===== config.mk =====
export PLATFORM = sky130hd
export DESIGN_NAME = therm_code_gen
export DESIGN_NICKNAME = d
export VERILOG_FILES = /design/src/rtl/tdc_pkg.sv /design/src/rtl/tdc_skid_buf.sv /design/src/rtl/therm_code_gen.sv
export SDC_FILE = /design/constraint.sdc
export NUM_CORES = 1
export LEC_CHECK = 0
export ABC_AREA = 1
export BUFFER_PORTS_ARGS = -buffer_cell sky130_fd_sc_hd__buf_4
export CAP_MARGIN = 40
export CORE_MARGIN = 5
export CORE_UTILIZATION = 45
export CTS_CLUSTER_SIZE = 16
export DETAILED_ROUTE_END_ITERATION = 8
export SLEW_MARGIN = 20
export SYNTH_ARGS = -nofsm -noshare
export SYNTH_HDL_FRONTEND = slang
export SYNTH_HIERARCHICAL = 1
export SYNTH_SLANG_ARGS = --single-unit

===== constraint.sdc =====
create_clock -name clk -period 2.36 [get_ports clk]
set_input_delay 0.472 -clock clk [delete_from_list [all_inputs] [get_ports clk]]
set_output_delay 0.472 -clock clk [all_outputs]
set_load 0.1 [all_outputs]

===== src/rtl/tdc_pkg.sv =====
// Shared types and helpers for the TDC thermometer/pop-count path.
package tdc_pkg;

    localparam int TCG_MAX_N = 256;

    typedef enum logic [1:0] {IDLE, SWEEP, DRAIN} tcg_state_t;

    function automatic int cnt_w(input int n);
        return $clog2(n) + 1;
    endfunction

    // Bits [min(k,n)-1:0] set; callers narrow the result to their own width.
    function automatic logic [TCG_MAX_N-1:0] therm_of(input int unsigned k, input int unsigned n);
        logic [TCG_MAX_N-1:0] t;
        t = '0;
        for (int unsigned i = 0; i < TCG_MAX_N; i++)
            t[i] = (i < k) && (i < n);
        return t;
    endfunction

endpackage


===== src/rtl/tdc_skid_buf.sv =====
// Two-entry valid/ready buffer; both handshake outputs come straight from flops.
module tdc_skid_buf #(
    parameter int W = 66
) (
    input  logic         clk,
    input  logic         rst,
    input  logic         s_valid,
    output logic         s_ready,
    input  logic [W-1:0] s_data,
    output logic         m_valid,
    input  logic         m_ready,
    output logic [W-1:0] m_data
);

    logic [W-1:0] head, tail;
    logic [1:0]   cnt, cnt_nxt;
    logic         push, pop;

    assign push   = s_valid && s_ready;
    assign pop    = m_valid && m_ready;
    assign m_data = head;

    always_comb begin
        cnt_nxt = cnt;
        if (push && !pop)
            cnt_nxt = cnt + 2'd1;
        else if (!push && pop)
            cnt_nxt = cnt - 2'd1;
    end

    // head is always the oldest word; tail only holds data while two are queued
    always_ff @(posedge clk) begin
        if (rst) begin
            cnt     <= 2'd0;
            head    <= '0;
            tail    <= '0;
            m_valid <= 1'b0;
            s_ready <= 1'b1;
        end else begin
            cnt     <= cnt_nxt;
            m_valid <= (cnt_nxt != 2'd0);
            s_ready <= (cnt_nxt != 2'd2);
            if (pop && cnt == 2'd2)
                head <= tail;
            else if (push && (cnt == 2'd0 || (pop && cnt == 2'd1)))
                head <= s_data;
            if (push && !pop && cnt == 2'd1)
                tail <= s_data;
        end
    end

endmodule


===== src/rtl/therm_code_gen.sv =====
// Binary count to thermometer word generator with direct and self-sweep modes.
module therm_code_gen import tdc_pkg::*; #(
    parameter  int N          = 64,
    parameter  int SWEEP_STEP = 1,
    localparam int CW         = cnt_w(N)
) (
    input  logic          clk,
    input  logic          rst,
    input  logic          in_valid,
    output logic          in_ready,
    input  logic [CW-1:0] in_count,
    input  logic          sweep_start,
    output logic          sweep_busy,
    output logic          out_valid,
    input  logic          out_ready,
    output logic [N-1:0]  out_therm,
    output logic          out_sat,
    output logic          out_last
);

    localparam int PW = N + 2;

    tcg_state_t    state;
    logic [CW-1:0] k, k_nxt;
    int unsigned   k_sum;
    logic          start_pend;
    logic          buf_rdy, buf_vld, push;
    logic          dir_acc, dir_sat, swp_push, swp_last;
    logic [N-1:0]  dir_therm, swp_therm;
    logic [PW-1:0] push_data, pop_data;

    // A latched start blocks further direct words so the sweep begins next cycle.
    assign in_ready = (state == IDLE) && buf_rdy && !start_pend;
    assign dir_acc  = in_valid && in_ready;
    assign swp_push = (state == SWEEP) && buf_rdy;
    assign dir_sat  = in_count > CW'(N);
    assign swp_last = (k == CW'(N));
    assign push     = dir_acc || swp_push;

    always_comb begin
        dir_therm = N'(therm_of(32'(in_count), N));
        swp_therm = N'(therm_of(32'(k), N));
        k_sum     = 32'(k) + 32'(SWEEP_STEP);
        k_nxt     = (k_sum >= 32'(N)) ? CW'(N) : CW'(k_sum);
        push_data = swp_push ? {swp_therm, 1'b0, swp_last}
                             : {dir_therm, dir_sat, 1'b0};
    end

    always_ff @(posedge clk) begin
        if (rst) begin
            state      <= IDLE;
            k          <= '0;
            start_pend <= 1'b0;
            sweep_busy <= 1'b0;
        end else begin
            case (state)
                IDLE: begin
                    if ((sweep_start || start_pend) && !dir_acc) begin
                        state      <= SWEEP;
                        k          <= '0;
                        start_pend <= 1'b0;
                        sweep_busy <= 1'b1;
                    end else if (sweep_start) begin
                        start_pend <= 1'b1;
                    end
                end
                SWEEP: begin
                    if (swp_push) begin
                        if (swp_last)
                            state <= DRAIN;
                        else
                            k <= k_nxt;
                    end
                end
                DRAIN: begin
                    if (!buf_vld) begin
                        state      <= IDLE;
                        sweep_busy <= 1'b0;
                    end
                end
                default: state <= IDLE;
            endcase
        end
    end

    tdc_skid_buf #(.W(PW)) u_buf (
        .clk     (clk),
        .rst     (rst),
        .s_valid (push),
        .s_ready (buf_rdy),
        .s_data  (push_data),
        .m_valid (buf_vld),
        .m_ready (out_ready),
        .m_data  (pop_data)
    );

    assign out_valid                      = buf_vld;
    assign {out_therm, out_sat, out_last} = pop_data;

endmodule


==> results.txt, run 1 <==
- Status: completed
- Number of port buffers: 80
- In this run the static leakage power is 0.00461 uW.
- Maximum level of the CTS H-tree: 4
- Seq/Total Area, Yosys: 34.8%
* Number of buffers on the longest clock path: 2
* Setup TNS after final layout: 0 ps
- The first TritonRoute pass finished after 5 iterations.
* Pin count of the biggest net entering global routing: 68
- The number of antenna violations at the first check in global routing came to 0.
* Number of antenna cells inserted: 0
- Overall die area: 0.0216 mm2
* Resized cells post-CTS: 0
* Fraction of layout instances using a drive strength above 1: 14.3%
- Combinational family with the most area after synthesis: simple AND/OR/NAND/NOR gates
- The synthesized netlist devotes 30.9% of its cell area to simple gates.
- Final count of hold timing violations: 0
* Post-route fraction of the period consumed by the critical path: 88.5%
- Setup violations remaining at the end of the flow were counted as 0.
- STA classifies the critical path startpoint as a flop.
- Placement row count: 50
- Height of the die: 147 um
- Summed area of non-filler cells in the final layout: 0.00987 mm2
* Minimum clock period: 2090 ps
* Total design power: 14,700 uW
- The min-delay analysis places its worst path in the category in -> reg.
- Counting every sink on the clock net gives 147.
- Synthesized net count: 1,328
* Max Fclk: 479 MHz
- Number of DRC violations after detailed routing: 0
- The core region is 0.0186 mm2.
* Yosys reg bits: 147
- Routability Congestion: 0.963
- Insertion delay to the later sink of the worst-skew pair: 430 ps
* Multiplexer fraction of the synthesized cell area: 0%
* Arrival time of data at the critical path endpoint: 2460 ps
- RSZ-0062 raised after global routing: no
- Post-CTS Hold Buffers: 0
- Unique cell type count in the Yosys netlist: 40
- On the worst path, the slowest cell contributes a delay of 430 ps.
- The HPWL after detailed placement is 16.4 mm.
- Overflow left after global routing: 0
- Layout Nets: 1,371
- In this run the cell area measured after placement is 0.00928 mm2.
- Starting DRC count in detailed routing: 689
* Largest fanout of any net on the critical path: 6
* Layout overhead on the synthesized area: 16.9%
* Rel. slew slack: 47.1%
- STA classifies the critical path endpoint as a flop.
- Slowest cell on crit path: sky130_fd_sc_hd__o21ai_1
* Adder-Cell Fraction of Synth Area: 0.741%
* Final Skew: 10.6 ps
- Clock-pin slew was measured on the worst setup and hold paths at 60 ps.
- Vias in the first global route: 7,582
* GRT Resource Usage Total: 22.4%
- Inserted Clock Buffers: 17
- For this run, asynchronously set or reset flops after synthesis account for 0%.
* Fraction of post-synthesis cell area in the top cell type by area: 34.8%
- In the synthesized netlist the dominant register cell turns out to be sky130_fd_sc_hd__dfxtp_1.
* Most frequent cell after synthesis: sky130_fd_sc_hd__nand2_1
- The mapped netlist covers 0.00844 mm2.
* Worst vdd ir: 0.00101 V
- Post-detailed-route wirelength per cell: 15.3 um
- Cell Pwr Density: 1490 mW/mm2
- The worst setup path is of the reg -> reg kind.
* Final max-slew violation count: 0
- Global-route wire length before repair: 40.0 mm
- Worst path required time: 2730 ps
- Final WL: 24.6 mm
* Main area contributors after synthesis: sky130_fd_sc_hd__dfxtp_1 (35%), sky130_fd_sc_hd__nand2_1 (12%), sky130_fd_sc_hd__a21oi_1 (8.5%), sky130_fd_sc_hd__inv_1 (7.6%), sky130_fd_sc_hd__o21ai_0 (6.4%)
- During I/O placement, the number of pins put on the boundary was 81.
* Top cells by instance count after synthesis: sky130_fd_sc_hd__nand2_1 (264), sky130_fd_sc_hd__inv_1 (172), sky130_fd_sc_hd__dfxtp_1 (147)
* Clock Tree Root: sky130_fd_sc_hd__clkbuf_16
* Compound-Gate Fraction of Synth Area: 19.1%
- A synthesized cell averages 6.44 um2.
- After detailed routing, the number of vias per cell comes to 5.34.
- The die is 147 um wide.
* Cells along the critical path: inv_1 > o21ai_1 > buf_4 > nor2_1 > o221ai_1 > buf_4 > nand2_1 > nand2_1 > a21oi_1 > nor2_1
* Worst-Margin Slew: 793 ps
* # Max-Cap Violations: 0
* Fillers: 1,872
- Of the total synthesized cell area, the portion taken by XOR and XNOR cells is 0.311%.
* Number of warning messages in the yosys log: 6
* Post-detailed-route count of antenna-violating nets: 0
- Largest area contributor in the synthesized netlist: sky130_fd_sc_hd__dfxtp_1
- Initial cell density of the core: 45.4%
- Worst R2R Setup Slack: 270 ps
* Number of buffers inserted to repair setup after CTS: 0
* Via Count: 8,542
- Count of flip-flops with a built-in enable after synthesis: 0
- TritonCTS built the clock tree.
- Synth Instances: 1,311
==> flip-flops by register name (all words and copies together), names as in the netlist <==
| name | count |
|---|---|
| u_buf/m_valid | 1 |
| state | 2 |
| sweep_busy | 1 |
| k | 7 |
| u_buf/tail | 66 |
| u_buf/s_ready | 1 |
| start_pend | 1 |
| u_buf/cnt | 2 |
| u_buf/m_data | 66 |
==> metrics by stage <==
stage,setup slack [ps],std cells,hold slack [ps],util [%]
2_1_floorplan,153,1311,424,-
3_3_place_gp,295,1569,431,50.0
3_5_place_dp,297,1569,434,50.0
4_1_cts,284,1601,246,53.1
5_1_grt,84.0,1601,257,53.1
6_report,272,1601,261,53.1
==> per-layer routing <==
metal  track usage [%]  vias to the layer above  routed length, um
met5                 0                        -                  0
met4              6.48                        0                427
met3              3.45                       35               1330
met2              34.6                      245              11200
met1              32.6                     3902              11600
li1                  -                     4360                  -
==> layout by cell type (no fill, tap or decap), types with 3 or more instances in the layout <==
cell type	Yosys	layout
sky130_fd_sc_hd__nand2_1	264	264
sky130_fd_sc_hd__inv_1	172	172
sky130_fd_sc_hd__dfxtp_1	147	146
sky130_fd_sc_hd__a21oi_1	143	143
sky130_fd_sc_hd__nor2_1	125	125
sky130_fd_sc_hd__o21ai_0	108	108
sky130_fd_sc_hd__buf_4	10	108
sky130_fd_sc_hd__nand3_1	88	88
sky130_fd_sc_hd__nand4_1	68	68
sky130_fd_sc_hd__clkbuf_16	0	17
sky130_fd_sc_hd__o22ai_1	15	15
sky130_fd_sc_hd__o221ai_1	10	10
sky130_fd_sc_hd__o211ai_1	10	10
sky130_fd_sc_hd__buf_12	0	10
sky130_fd_sc_hd__inv_2	9	9
sky130_fd_sc_hd__nand2_2	10	9
sky130_fd_sc_hd__nand2_4	6	7
sky130_fd_sc_hd__nor2_4	6	6
sky130_fd_sc_hd__clkbuf_8	1	6
sky130_fd_sc_hd__o21ai_1	5	5
sky130_fd_sc_hd__ha_1	5	4
sky130_fd_sc_hd__nor2_2	3	3
sky130_fd_sc_hd__xor2_1	3	3
sky130_fd_sc_hd__clkinv_2	0	3
sky130_fd_sc_hd__clkinvlp_4	0	3
==> area by class of cell <==
cell class                 count  area, um2  area share [%]
clock buffer                  25        515            5.22
clock inverter                 7       71.3           0.723
inverter                     184        699            7.09
sequential                   147       2940            29.8
timing repair buffer         118       1010            10.2
tap                          234        293            2.97
multi-input combinational    886       4340            43.9
==> cells by family (layout without fill, tap and decap cells) <==
| logic type | after synthesis | after routing |
|---|---|---|
| adders and majority gates | 5 | 5 |
| buffers and inverters | 278 | 334 |
| DFF | 147 | 147 |
| AOI/OAI and AO/OA | 300 | 300 |
| and+or+nand+nor | 578 | 578 |
| xor gates and xnor gates | 3 | 3 |
==> final timing paths <==
kind	start	to	depth (start not counted)
min reg2reg	u_buf/tail[50]	u_buf/tail[50]	2
max reg2reg	k[0]	u_buf/m_data[28]	10
min	rst	sweep_busy	2
max	k[0]	u_buf/m_data[28]	10
==> worst max-delay path: cells and delay by family (launching register included) <==
family	cells	cell delay (ps)
buf+inv	3	610
simple gates	4	250
compound gates	3	760
flops	1	410
==> report_power, final <==
group	total [uW]	internal (uW)	switching [uW]
combinational	8400	2230	6170
clock	2680	1620	1060
sequential	3600	3210	395
Note: power is estimated with default switching activity, not from simulation.
==> run 2: changes to the inputs <==
--- a/config.mk
+++ b/config.mk
@@ -9,11 +9,11 @@
 export BUFFER_PORTS_ARGS = -buffer_cell sky130_fd_sc_hd__buf_4
 export CAP_MARGIN = 40
 export CORE_MARGIN = 5
-export CORE_UTILIZATION = 45
+export CORE_UTILIZATION = 55
 export CTS_CLUSTER_SIZE = 16
 export DETAILED_ROUTE_END_ITERATION = 8
+export PLACE_DENSITY = 0.75
 export SLEW_MARGIN = 20
 export SYNTH_ARGS = -nofsm -noshare
 export SYNTH_HDL_FRONTEND = slang
-export SYNTH_HIERARCHICAL = 1
 export SYNTH_SLANG_ARGS = --single-unit
==> run 2 against run 1 <==
Clock skew down 6.9 ps. Critical path depth down 4. Register-to-register slack better by 30 ps. First-iteration DRC count up 8.7%. Core utilization up 14 points. Via count down 5.9%. Non-clock buffer count down 8. Worst hold slack better by 130 ps. Worst setup slack better by 25 ps. Flip-flop and latch count unchanged. Sequential share of layout area up 3.2 points.
==> results.txt, run 2 <==
- Post-detailed-route wirelength per cell: 16.6 um (was 15.3 um)
* RSZ-0062 raised after global routing: no (unchanged)
- Antenna violations before repair: 0 (unchanged)
- Pin count of the biggest net entering global routing: 113 (was 68)
- Worst R2R Setup Slack: 300 ps (was 270 ps)
* Worst hold-check path type: in -> reg (unchanged)
- The hold buffer count at cts was 0 (unchanged).
- Routing usage on met1: 41.1% (was 32.6%)
- The leading register cell type out of synthesis was sky130_fd_sc_hd__dfxtp_1 (unchanged).
- Critical path type: reg -> reg (unchanged)
* Largest area contributor in the synthesized netlist: sky130_fd_sc_hd__dfxtp_1 (unchanged)
* Placed insts: 1,415 (was 1,569)
- Fraction of layout instances using a drive strength above 1: 13.7% (was 14.3%)
- Vias in the first global route: 7,358 (was 7,582)
- The average cell area after synthesis came to 6.36 um2 (was 6.44 um2).
- Initial cell density of the core: 56.5% (was 45.4%)
- Pre-CTS setup slack: 383 ps (was 297 ps)
- The post-CTS resize count came to 0 (unchanged).
- The wire length of the first global-routing pass was 38.4 mm (was 40.0 mm).
- The top-area cell type share of the netlist area was 39.0% (was 34.8%).
- The area after detailed placement was 0.00834 mm2 (was 0.00928 mm2).
- Main area contributors after synthesis: sky130_fd_sc_hd__dfxtp_1 (39%), sky130_fd_sc_hd__nor2_1 (14%), sky130_fd_sc_hd__nand2_1 (13%), sky130_fd_sc_hd__o21ai_0 (9.4%), sky130_fd_sc_hd__nand3_1 (5.3%) (was sky130_fd_sc_hd__dfxtp_1 (35%), sky130_fd_sc_hd__nand2_1 (12%), sky130_fd_sc_hd__a21oi_1 (8.5%), sky130_fd_sc_hd__inv_1 (7.6%), sky130_fd_sc_hd__o21ai_0 (6.4%))
- Post-detailed-route count of antenna-violating nets: 0 (unchanged)
* Starting DRC count in detailed routing: 749 (was 689)
- Final setup vio count: 0 (unchanged)
- Routability Congestion: 1.09 (was 0.963)
- Number of buffers on the longest clock path: 2 (unchanged)
- Worst path required time: 2720 ps (was 2730 ps)
- Number of port buffers: 80 (unchanged)
* Layout Nets: 1,275 (was 1,371)
- The logic depth of the worst register-to-register path was 6 (was 10).
- The CTS tree is yes (unchanged).
- The gate count of the mapped netlist came to 1,187 (was 1,311).
* Clock Tree Root: sky130_fd_sc_hd__clkbuf_16 (unchanged)
- Top cells by instance count after synthesis: sky130_fd_sc_hd__nor2_1 (284), sky130_fd_sc_hd__nand2_1 (261), sky130_fd_sc_hd__dfxtp_1 (147) (was sky130_fd_sc_hd__nand2_1 (264), sky130_fd_sc_hd__inv_1 (172), sky130_fd_sc_hd__dfxtp_1 (147)).
* Insertion delay to the later sink of the worst-skew pair: 420 ps (was 430 ps)
* Final count of hold timing violations: 0 (unchanged)
- The clock skew after layout was 3.75 ps (was 10.6 ps).
* Minimum clock period: 2060 ps (was 2090 ps)
- Number of antenna cells inserted: 0 (unchanged)
- Height of the die: 127 um (was 147 um)
- The kind of end point of the critical path is a flop (unchanged).
* # Max-Cap Violations: 0 (unchanged)
- Status: completed (unchanged).
- Final max-slew violation count: 0 (unchanged)
- The cell row count was 42 (was 50).
- The worst hold path depth is 3 (was 2).
- The total congestion overflow after global routing was 0 (unchanged).
- Inserted Clock Buffers: 17 (unchanged)
* M2 GR Usage: 45.9% (was 34.6%)
- Netlist area before placement: 0.00755 mm2 (was 0.00844 mm2)
* Maximum level of the CTS H-tree: 4 (unchanged)
- Summed area of non-filler cells in the final layout: 0.00891 mm2 (was 0.00987 mm2)
* Synthesized net count: 1,204 (was 1,328)
* Via count normalized by instance count: 5.56 (was 5.34)
- The period utilization came to 87.4% (was 88.5%).
- The kind of start point of the critical path is a flop (unchanged).
* Die width: 127 um (was 147 um)
- Number of buffers inserted to repair setup after CTS: 0 (unchanged)
* Gr busiest metal: met2 (unchanged)
- Total clock sinks: 147 (unchanged)
* Area of the placeable core: 0.0133 mm2 (was 0.0186 mm2)
- Seq/Total Area, Yosys: 39.0% (was 34.8%)
- Commonest non-fill, non-tap cell in the layout: sky130_fd_sc_hd__nor2_1 (was sky130_fd_sc_hd__nand2_1)
- Arrival time of data at the critical path endpoint: 2420 ps (was 2460 ps)
- The worst relative slew slack came to 54.6% (was 47.1%).
- The multi-input logic area is 0.00405 mm2 (was 0.00434 mm2).
- The first-pass detailed-route iteration total came to 8 (was 5).
- Setup TNS after final layout: 0 ps (unchanged)
- The upper clock frequency limit came to 485 MHz (was 479 MHz).
- Worst reg2reg endpoint: u_buf.tail[18] (was u_buf/m_data[28])
* Most frequent cell after synthesis: sky130_fd_sc_hd__nor2_1 (was sky130_fd_sc_hd__nand2_1)
- Final WL: 23.9 mm (was 24.6 mm)
* Overall die area: 0.0162 mm2 (was 0.0216 mm2)
- Crit Reg-Reg Startpoint: k[2] (was k[0])
* Clock-pin slew of the registers on the worst-case setup and hold paths: 60 ps (about the same)
- The post-route DRC violation count came to 0 (unchanged).
- Worst-Margin Slew: 674 ps (was 793 ps)
- The area added between synthesis and finish is 18.1% (was 16.9%).
- Fraction of met3 tracks used by global routing: 5.88% (was 3.45%)
- Fillers: 1,247 (was 1,872)
- Yosys reg bits: 147 (unchanged)
* Highest-count cells in the layout ignoring fill and taps: sky130_fd_sc_hd__nor2_1 (284), sky130_fd_sc_hd__nand2_1 (261), sky130_fd_sc_hd__dfxtp_1 (147) (was sky130_fd_sc_hd__nand2_1 (264), sky130_fd_sc_hd__inv_1 (172), sky130_fd_sc_hd__dfxtp_1 (146))
* Number of non-filler instances in the completed layout: 1,445 (was 1,601)
- The area used by sequential logic in the layout is 0.00294 mm2 (about the same).
- The fraction of registers with async set or reset after synthesis was 0% (unchanged).
- The maximum fanout count along the critical path is 14 (was 6).
* Endpoint with the worst hold slack: start_pend (was sweep_busy)
- Unique cell type count in the Yosys netlist: 36 (was 40)
- The overall via count from detail_route is 8,038 (was 8,542).
* Number of I/O pins: 81 (unchanged)
- The start point of the worst min-delay path is in_valid (was rst).
- The detailed placer's ending HPWL is 16.9 mm (was 16.4 mm).
- The global-route usage over all layers came to 29.8% (was 22.4%).
* PnR worst setup slack: 297 ps (was 272 ps)
- Count of flip-flops with a built-in enable after synthesis: 0 (unchanged)
* Number of warning messages in the yosys log: 0 (was 6)
-- run 2: changes by cell type after synthesis, sizes merged, moves of 14 or more --
cell,change
o21ai,+38
nor3,+44
a21oi,-103
nor2,+157
nand4,-66
buf,-26
inv,-112
o22ai,-14
-- run 2: cell families after synthesis --
family                   after synthesis  synth area share, %
buffers and inverters                129                 7.48
flip-flops                           147                 39.0
XOR/XNOR                               1                0.116
AO/OA/AOI/OAI                        200                 13.5
AND/OR/NAND/NOR                      705                 39.1
adder cells (fa/ha/maj)                5                0.829
-- run 2: stage by stage --
| stage | hold WS [ps] | utilization [%] |
|---|---|---|
| floorplan | 456 | - |
| global placement | 456 | 62.5 |
| detailed placement | 456 | 62.5 |
| CTS | 379 | 66.8 |
| global route | 395 | 66.8 |
| finish | 386 | 66.8 |
-- run 2: critical path, cell delays in order (launching register included) --
cell	delay, ps
sky130_fd_sc_hd__dfxtp_1	730
sky130_fd_sc_hd__nor2_1	230
sky130_fd_sc_hd__nand2_1	260
sky130_fd_sc_hd__nor2_1	80
sky130_fd_sc_hd__o21ai_0	460
sky130_fd_sc_hd__nor2_1	100
sky130_fd_sc_hd__nor2_1	130
-- run 2: final cells by class --
type | count | share of cell area [%]
Clock buffer | 20 | 5.24
Clock inverter | 10 | 1.22
Inverter | 71 | 2.99
Multi-Input combinational cell | 911 | 45.4
Sequential cell | 147 | 33.0
Tap cell | 176 | 2.47
Timing Repair Buffer | 110 | 9.69
-- run 2: worst max-delay path by stage --
stage                              from          endpoint  slack [ps]  depth (start not counted)
after global routing               k[5]  u_buf.m_data[36]         140                          9
after detailed placement       state[0]  u_buf.m_data[43]         380                          8
after floorplan           u_buf.m_valid  u_buf.m_data[26]          80                          7
after CTS                      state[0]          in_ready         330                          4
final                              k[2]    u_buf.tail[18]         300                          6
after global placement      in_count[2]  u_buf.m_data[16]         380                          9
-- run 2: metal layers --
| layer | part of all wire, % | wire (um) |
|---|---|---|
| met2 | 44 | 10500 |
| met5 | 0 | 0 |
| met3 | 8.6 | 2060 |
| met4 | 3.5 | 833 |
| met1 | 44 | 10500 |
Power of run 2 is left out: the tool's default activity adds up to more than one toggle a clock period on the data nets, which glitch-free logic cannot reach.
